**config.mk**
```make
export PLATFORM = sky130hd
export DESIGN_NAME = ring_slot_arbiter
export DESIGN_NICKNAME = d
export VERILOG_FILES = /design/src/rtl/ring_slot_arbiter.sv
export SDC_FILE = /design/constraint.sdc
export NUM_CORES = 1
export LEC_CHECK = 0
export BUFFER_PORTS_ARGS = -buffer_cell sky130_fd_sc_hd__buf_2
export CAP_MARGIN = 20
export CORE_ASPECT_RATIO = 1.25
export CORE_MARGIN = 2
export CORE_UTILIZATION = 51
export DETAILED_ROUTE_END_ITERATION = 10
export PLACE_DENSITY_LB_ADDON = 0.08
export SYNTH_ARGS = -nofsm -noshare
export SYNTH_HDL_FRONTEND = slang
export SYNTH_SLANG_ARGS = --single-unit
```
**constraint.sdc**
```tcl
create_clock -name clk -period 3.2 [get_ports clk]
set_input_delay 0.32 -clock clk [delete_from_list [all_inputs] [get_ports clk]]
set_output_delay 0.32 -clock clk [all_outputs]
set_load 0.03 [all_outputs]
```
**src/rtl/ring_slot_arbiter.sv**
```systemverilog
// Slot-pointer arbiter driven by a one-hot ring counter; grants hold until done or timeout.
// Optional RING_SLOT_CHECK_EN: reject and flag non-one-hot slot vectors.
module ring_slot_arbiter #(
    parameter int N        = 4,
    parameter int HOLD_MAX = 8,
    parameter int CW       = 8
) (
    input  logic          clk,
    input  logic          rst,
    input  logic [N-1:0]  slot,
    input  logic [N-1:0]  req,
    input  logic [N-1:0]  done,
    output logic [N-1:0]  gnt,
    output logic          busy,
    output logic          timeout,
    output logic [CW-1:0] miss_cnt,
    output logic          slot_err
);

    localparam int HW = (HOLD_MAX > 2) ? $clog2(HOLD_MAX) : 1;
    localparam logic [HW-1:0] HOLD_LAST = HW'(HOLD_MAX - 1);
    localparam logic [CW-1:0] MISS_MAX = '1;
    localparam logic [N-1:0] ONE = N'(1);

    localparam logic [0:0] IDLE = 1'b0;
    localparam logic [0:0] BUSY = 1'b1;

    logic [0:0]    state;
    logic [HW-1:0] hold_cnt;
    logic          slot_ok;
    logic [N-1:0]  cand;
    logic [N-1:0]  pick;
    logic          released;
    logic          missed;

`ifdef RING_SLOT_CHECK_EN
    assign slot_ok = (slot != '0) && ((slot & (slot - ONE)) == '0);
`else
    assign slot_ok = 1'b1;
`endif

    // Lowest set bit wins when more than one slot bit matches a request.
    always_comb begin
        cand = slot & req;
        pick = cand & (~cand + ONE);
    end

    assign released = (gnt & done) != '0;
    assign missed   = (slot & req & ~gnt) != '0;
    assign busy     = (state == BUSY);

    always_ff @(posedge clk or posedge rst) begin
        if (rst) begin
            state    <= IDLE;
            gnt      <= '0;
            hold_cnt <= '0;
            timeout  <= 1'b0;
        end else begin
            timeout <= 1'b0;
            unique case (state)
                IDLE: begin
                    if (slot_ok && cand != '0) begin
                        gnt      <= pick;
                        hold_cnt <= '0;
                        state    <= BUSY;
                    end
                end
                BUSY: begin
                    if (released) begin
                        gnt   <= '0;
                        state <= IDLE;
                    end else if (hold_cnt == HOLD_LAST) begin
                        gnt     <= '0;
                        timeout <= 1'b1;
                        state   <= IDLE;
                    end else begin
                        hold_cnt <= hold_cnt + HW'(1);
                    end
                end
                default: begin
                    gnt   <= '0;
                    state <= IDLE;
                end
            endcase
        end
    end

    always_ff @(posedge clk or posedge rst) begin
        if (rst) begin
            miss_cnt <= '0;
        end else if (state == BUSY && missed && miss_cnt != MISS_MAX) begin
            miss_cnt <= miss_cnt + CW'(1);
        end
    end

`ifdef RING_SLOT_CHECK_EN
    always_ff @(posedge clk or posedge rst) begin
        if (rst) begin
            slot_err <= 1'b0;
        end else if (!slot_ok) begin
            slot_err <= 1'b1;
        end
    end
`else
    assign slot_err = 1'b0;
`endif

endmodule

```
Word level (Yosys, flattened, before mapping)

Cells that the tools add are included.

Flip-flop bits (word level): 17
Bits in latches: 0
Memory bits (writable): 0
Memory bits (read-only): 0
Output and inout bits: 15
Memories kept: 0

Add/sub/neg operators: 3
Multipliers: 0
Div/mod/pow operators: 0
$lt $le $gt $ge: 0
Equality and inequality tests: 6
Shift operators: 0
Mux-type cells: 15
Bitwise operators: 7
Reduce and logical (&&, ||, !) cells: 7

Operator list:

| cell                                                             | number |
|---|---|
| 4-bit bitwise AND                                                | 4 |
| 4-bit 2-to-1 mux                                                 | 3 |
| 4-bit nonzero test                                               | 3 |
| 3-bit 2-to-1 mux                                                 | 3 |
| 8-bit by 1-bit adder with 8-bit output (second input constant)   | 1 |
| 8-bit != test (second input constant)                            | 1 |
| 4-bit inverter                                                   | 2 |
| 4-bit one-hot mux with 2 select lines                            | 1 |
| 1-bit 2-to-1 mux                                                 | 6 |
| 2-bit != test (second input constant)                            | 3 |
| 3-bit one-hot mux with 2 select lines                            | 1 |
| 4-bit by 1-bit adder with 4-bit output (second input constant)   | 1 |
| 3-bit by 1-bit adder with 3-bit output (second input constant)   | 1 |
| 3-bit == test (second input constant)                            | 1 |
| 3-bit by 1-bit != test with 1-bit output (second input constant) | 1 |
| 3-bit AND reduction                                              | 1 |
| 1-bit logical AND                                                | 2 |
| 1-bit one-hot mux with 2 select lines                            | 1 |
| 2-bit AND reduction                                              | 1 |
| 1-bit inverter                                                   | 1 |

Longest topological paths before layout

Gate-level depths: netlist of run 1.

Depth in word-level cells: 6
Gate-level depth with buffers: 5
Gate-level depth less buffers: 5

Least setup slack after synthesis of run 1

No wires, ideal clock.

Path kind: flip-flop to flip-flop
Start point: register miss_cnt[3]
End point: register miss_cnt[1]
Setup time: 0.125 ns
Data arrival time: 1.492 ns
Required time: 3.075 ns
Path slack: 1.583 ns
Stages on the path, launching flop included: 5
Path buffers: 0
Clock period less this slack: 1.617 ns
Cells stage by stage: dfrtp_1 > and4_1 > nand4_1 > nand3_1 > mux2_2

Longest elaborated chain between the ends: 2

Ends and longest elaborated chain:

| element                  | line | RTL |
|---|---|---|
| start: declaration       | 16   | `output logic [CW-1:0] miss_cnt,` |
| start signal: assignment | 92   | `miss_cnt <= miss_cnt + CW'(1);` |
| 8-bit != test            | 91   | `end else if (state == BUSY && missed && miss_cnt != MISS_MAX) begin` |
| 1-bit logical AND        | 91   |  |

No other way between the ends.
A chain may end at the register's enable or synchronous reset.

Worst setup path in the final report of run 1

Start point: register hold_cnt[0]
End point: register hold_cnt[0]

Longest elaborated chain between the ends: 4
Elaborated cells on any way between the ends: 7
Classes of those cells: add/sub (1); eq/ne (2); mux (3); reduce/logical (1)

Ends and longest elaborated chain:

| element                                | line | RTL |
|---|---|---|
| start: declaration                     | 29   | `logic [HW-1:0] hold_cnt;` |
| start signal: assignment               | 77   | `hold_cnt <= hold_cnt + HW'(1);` |
| 3-bit by 1-bit adder with 3-bit output | 77   |  |
| 3-bit 2-to-1 mux                       | 72   | `end else if (hold_cnt == HOLD_LAST) begin` |
| 3-bit 2-to-1 mux                       | 69   | `if (released) begin` |
| 3-bit one-hot mux with 2 select lines  | 60   | `unique case (state)` |

Parallel ways exist; a longest one is shown, timed or not. The select of a mux whose other input is x is not followed.

==> impl_metrics.yaml, run 1 <==
outcome:
  status: "complete, no violations"
sta:
  rsz0062_at_grt: "no"
  period_share_pct: 48.7
  final_max_slew_viol_count: 0
  max_slew_margin_pct: 57.0
  min_period_ns: 1.56
  max_freq_ghz: 0.641
  worst_pin_slew_ns: 0.645
  finalHoldViolCount: 0
  setup_viol: 0
  tns_ns: 0
  skew_ns: 0.000676
detailed_routing:
  initialDrtViolationCount: 9
  drc_errors: 0
  post_drt_wl_per_cell_um: 13.8
  drtAntennaViolNets: 0
  dr.pass1.iters: 4
  finalWirelength_mm: 1.65
  vias: 693
  vias_per_cell: 5.82
global_route:
  grt_pass1_wl_mm: 2.67
  grt_pass1_vias: 653
  grtUsageTotal_pct: 19.4
  grt_overflow: 0
  antenna_found_initial: 0
  grt_max_degree: 18
logic_synthesis:
  synth_compound_area_share_pct: 14.2
  ys_seq_area_share_pct: 49.9
  syn_area_per_cell_um2: 11.8
  syn_inst: 72
  ys_types: 30
  synth_top_family_by_area: "simple AND/OR/NAND/NOR gates"
  synthSimpleGateAreaFrac_pct: 18.1
  syn-cell-area_um2: 852
  synthXorXnorAreaFrac_pct: 6.17
  synth.area.mux_share_pct: 4.41
  synth_fa_ha_area_share_pct: 4.41
  syn_nets: 89
  yosysWarnings: 0
  ys_ff_latch: 17
floorplanning:
  die_w_um: 40.6
  coreArea_mm2: 0.00156
  fp.dieArea_mm2: 0.00202
  fp.dieH_um: 49.7
  row_count: 16
  start_util_pct: 54.6
  io_pins: 29
placed_design:
  port_buffers: 27
  gp_congestion: 0.714
  dpl.hpwl_mm: 1.28
finish:
  post-route-util_pct: 65.6
  final_cell_mix: "buf_2, dfrtp_1, nand4_1, xnor2_1"
  drive_above_1_share_pct: 36.6
  final_common_cell: "buf_2"
  area_growth_pct: 20.3
  nets: 119
  antenna_cells: 0
clocking:
  cts_resized: 0
  cts_buffers: 3
  cts_setup_buffers: 0
  cts.sinks: 17
  clk_latency_ns: 0.30
  cts.path.max_buffers: 2
  clk_pin_slew_ns: 0.10
  cts-root-buf: "clkbuf_4"
  htreeDepth: 1
  ctsHoldBuffers: 0
  tritoncts: "yes"
flow_run:
  maxCapViolCount: 0
power_and_ir_drop:
  p_seq_share_pct: 39.4
  p_int_mw: 0.542
  vdd_drop_max_v: 0.000542
  swShare_pct: 44.5
  clockPowerShare_pct: 12.3
  pwr_density_cell_mw_per_mm2: 952
  p_switching_mw: 0.434
  p_comb_share_pct: 48.4
  leakagePower_nw: 0.517
critical_path:
  r2r_cells: 5
  arrival_ns: 1.75
  rr_startpoint: "hold_cnt[0]$_DFFE_PP0P_"
  rr_endpoint: "hold_cnt[0]$_DFFE_PP0P_"
  start_kind: "flip-flop"
  rrSetupSlack_ns: 1.64
  critical_path_required_ns: 3.40
  crit_type: "flip-flop to flip-flop"
  endpoint_kind: "flip-flop"
  critPathMaxFanout: 5
hold_path:
  holdCritPathClass: "input pin to async pin"
worst max-delay path: stages (launching register included):
cell and delay (ns):
dfrtp_1 0.42, ha_1 0.21, ha_1 0.19, and3b_4 0.33, nor2_2 0.06, mux2_4 0.26
cell families (layout without fill, tap and decap cells):
kind of cell             after synthesis  count (layout)
AO/OA/AOI/OAI                         14              14
XOR/XNOR                               6               6
adder cells (fa/ha/maj)                3               3
buffers and inverters                  4              33
flip-flops                            17              17
multiplexers                           3               3
other                                  1               1
AND/OR/NAND/NOR                       24              24
per-stage QoR:
step	setup WS [ns]	hold WS [ns]	instances	cell area [µm²]	power [mW]
6_report	1.64	0.0861	119	1020	0.976
5_1_grt	1.56	0.150	119	1020	1.05
4_1_cts	1.64	0.101	119	1020	0.985
3_5_place_dp	1.64	0.433	115	997	0.866
2_1_floorplan	1.58	0.246	72	852	0.739
3_3_place_gp	1.67	0.427	115	997	0.857
flip-flops by register name (all words and copies together), names as in the netlist:
name and cells:
timeout 1, miss_cnt 8, hold_cnt 3, gnt 4
busy 1
metal layers:
| layer | wire length (µm) | global-route usage [%] | part of all wire (%) | up-vias |
|---|---|---|---|---|
| li1 | - | - | - | 335 |
| met2 | 860 | 32.3 | 52 | 19 |
| met4 | 38 | 10.0 | 2.3 | 0 |
| met3 | 64 | 2.70 | 3.9 | 5 |
| met5 | 0 | 0 | 0 | - |
| met1 | 682 | 22.6 | 41 | 334 |
power by group through the flow:
stage / combinational [mW] / clock [mW] / sequential (mW)
floorplan: 0.253 / 0 / 0.487
global placement: 0.472 / 0 / 0.385
detailed placement: 0.476 / 0 / 0.390
CTS: 0.478 / 0.122 / 0.386
global route: 0.517 / 0.133 / 0.398
finish: 0.472 / 0.120 / 0.384
cell type report:
type | count | area (µm²)
Tap cell | 18 | 22.5
Sequential cell | 17 | 425
Timing Repair Buffer | 27 | 135
Clock buffer | 3 | 22.5
Multi-Input combinational cell | 51 | 407
Fill cell | 129 | 537
Inverter | 2 | 7.51
Clock inverter | 1 | 5.00
cells in the mapped netlist:
master / count / share of area (%)
nand2_1: 3 / 1.3
dfrtp_1: 17 / 50
nor2_2: 1 / 0.73
nand4_1: 6 / 4.4
a21o_1: 1 / 0.88
buf_2: 1 / 0.59
a21oi_1: 1 / 0.59
a222oi_1: 1 / 1.2
mux2_2: 2 / 2.6
nand3_1: 3 / 1.8
nand2b_1: 1 / 0.73
a22oi_1: 1 / 0.88
and2_1: 1 / 0.73
mux2_4: 1 / 1.8
and3_1: 3 / 2.2
a221oi_1: 1 / 1.0
a31oi_1: 1 / 0.73
a22o_1: 3 / 3.1
and4_1: 2 / 2.1
xnor2_1: 6 / 6.2
o2111ai_2: 1 / 1.8
conb_1: 1 / 0.44
nand3b_1: 3 / 2.6
inv_1: 2 / 0.88
and3b_4: 1 / 1.5
a32o_1: 1 / 1.2
buf_4: 1 / 0.88
a21boi_0: 1 / 0.88
o2bb2ai_1: 2 / 2.1
ha_1: 3 / 4.4
how the worst max path moves through the flow:
stage	start	to	slack, ns
after detailed placement	done[1]	hold_cnt[0]$_DFFE_PP0P_	1.64
after floorplan	miss_cnt[3]$_DFFE_PP0P_	miss_cnt[1]$_DFFE_PP0P_	1.58
final	hold_cnt[0]$_DFFE_PP0P_	hold_cnt[0]$_DFFE_PP0P_	1.64
after CTS	hold_cnt[0]$_DFFE_PP0P_	hold_cnt[0]$_DFFE_PP0P_	1.64
after global routing	miss_cnt[0]$_DFFE_PP0P_	miss_cnt[1]$_DFFE_PP0P_	1.56
after global placement	done[1]	hold_cnt[0]$_DFFE_PP0P_	1.67
No activity file was read; power rests on OpenSTA's default activity.
==> run 2: changes to the inputs <==
--- a/config.mk
+++ b/config.mk
@@ -9,7 +9,7 @@
 export CAP_MARGIN = 20
 export CORE_ASPECT_RATIO = 1.25
 export CORE_MARGIN = 2
-export CORE_UTILIZATION = 51
+export CORE_UTILIZATION = 43
 export DETAILED_ROUTE_END_ITERATION = 10
 export PLACE_DENSITY_LB_ADDON = 0.08
 export SYNTH_ARGS = -nofsm -noshare
==> constraint.sdc (replaced) <==
create_clock -name clk -period 1.35 [get_ports clk]
set_input_delay 0.135 -clock clk [delete_from_list [all_inputs] [get_ports clk]]
set_output_delay 0.135 -clock clk [all_outputs]
set_load 0.03 [all_outputs]
==> impl_metrics.yaml, run 2 (synthesis results as in run 1) <==
detailed_routing:
  post_drt_wl_per_cell_um: 14.4
  drtAntennaViolNets: 0
  finalWirelength_mm: 2.02
  initialDrtViolationCount: 5
  drc_errors: 0
  vias: 760
  vias_per_cell: 5.43
  dr.pass1.iters: 5
outcome:
  violations: "negative setup slack"
  status: "finished, violations left"
sta:
  final_max_slew_viol_count: 0
  max_freq_ghz: 0.631
  rsz0062_at_grt: "yes"
  whs_ns: 0.138
  finalHoldViolCount: 0
  skew_ns: 0.0142
  fin_ws_ns: -0.235
  min_period_ns: 1.59
  period_share_pct: 117
  setup_viol: 15
critical_path:
  crit_type: "flip-flop to flip-flop"
  critical_path_required_ns: 1.52
  arrival_ns: 1.75
  start_kind: "flip-flop"
  critPathMaxFanout: 4
  endpoint_kind: "flip-flop"
floorplanning:
  io_pins: 29
  fp.dieH_um: 53.8
  coreArea_mm2: 0.00191
  die_w_um: 43.8
  start_util_pct: 44.5
  row_count: 18
  fp.dieArea_mm2: 0.00236
power_and_ir_drop:
  vdd_drop_max_v: 0.00111
  p_switching_mw: 1.13
  swShare_pct: 41.8
  p_int_mw: 1.57
  p_comb_share_pct: 56.2
  p_seq_share_pct: 33.8
  clockPowerShare_pct: 10.1
  pwr_density_cell_mw_per_mm2: 2190
  leakagePower_nw: 0.604
placed_design:
  dpl.hpwl_mm: 1.57
  place_area_mm2: 0.00114
  pre_cts_ws_ns: -0.155
  port_buffers: 27
  gp_congestion: 0.780
  dp_cells: 133
finish:
  post-route-util_pct: 64.4
  stdcell_area_mm2: 0.00123
  top_regs: "miss_cnt x8, gnt x4, hold_cnt x3"
  nets: 138
  drive_above_1_share_pct: 55.8
  final_common_cell: "buf_2"
  antenna_cells: 0
  final_cell_mix: "buf_2, buf_4, dfrtp_2, dfrtp_1"
  area_growth_pct: 44.8
  largest_register_ffs: 8
  largest-register: "miss_cnt"
  stdcell_count: 140
clocking:
  cts.sinks: 17
  cts.path.max_buffers: 2
  htreeDepth: 1
  cts-root-buf: "clkbuf_4"
  clk_pin_slew_ns: 0.11
  cts_buffers: 3
  clk_latency_ns: 0.29
  tritoncts: "yes"
global_route:
  grtUsageTotal_pct: 19.4
  grt_overflow: 0
  grt_max_degree: 18
  grt_pass1_wl_mm: 3.34
  grt_pass1_vias: 755
  antenna_found_initial: 0
flow_run:
  maxCapViolCount: 0
hold_path:
  holdCritPathClass: "input pin to flip-flop"
==> run 2: power groups by stage <==
stage	logic [mW]	registers (mW)	clock network, mW
after floorplan	0.633	1.20	0
after global placement	1.41	0.910	0
after detailed placement	1.43	0.922	0
after CTS	1.50	0.918	0.276
after global routing	1.66	0.946	0.296
final	1.52	0.913	0.273
==> run 2: area by class of cell <==
cell class	count	area [µm²]
well taps	20	25.0
clock buffers	4	26.3
fillers	160	681
inverters	2	7.51
repair buffers	46	295
multi-input cells	51	442
flip-flops and latches	17	438
==> run 2: metrics by stage <==
step | total power, mW | setup TNS (ns)
2_1_floorplan | 1.83 | -0.750
3_3_place_gp | 2.32 | -0.619
3_5_place_dp | 2.36 | -0.911
4_1_cts | 2.69 | -1.26
5_1_grt | 2.90 | -2.47
6_report | 2.70 | -1.50
==> run 2: what timing repair did <==
item / in CTS / in global routing
endpoints found under the setup margin: 14 / 16
hold buffers: 1 / 0
endpoints found under the hold margin: 17 / 0
resized for setup: 6 / 1
setup buffers: 1 / 1
pin swaps: 4 / 6
gates cloned: 0 / 0
==> run 2: path summary, 6_finish.rpt <==
path / cells past startpoint / from / slack (ns) / endpoint
setup / recovery: 4 / gnt[1]$_DFFE_PP0P_ / -0.24 / hold_cnt[0]$_DFFE_PP0P_
hold / removal: 3 / req[1] / 0.14 / gnt[1]$_DFFE_PP0P_
setup reg to reg: 4 / gnt[1]$_DFFE_PP0P_ / -0.24 / hold_cnt[0]$_DFFE_PP0P_
hold reg to reg: 1 / miss_cnt[4]$_DFFE_PP0P_ / 0.49 / miss_cnt[4]$_DFFE_PP0P_
max in group asynchronous: 4 / rst / 0.75 / miss_cnt[3]$_DFFE_PP0P_
min in group asynchronous: 4 / rst / 0.38 / gnt[0]$_DFFE_PP0P_
==> run 2: routing by layer <==
metal	track usage (%)	vias up	share of wire (%)
met3	3.02	2	4.3
met4	6.06	0	0.69
met1	21.5	365	40
met2	37.3	22	55
met5	0	-	0
li1	-	371	-
==> run 2: critical path, cell delays in order, from the launching register on <==
cell and delay, ns:
dfrtp_2 0.43, a222oi_1 0.44, and3b_4 0.28, nor2_2 0.06, mux2_4 0.26
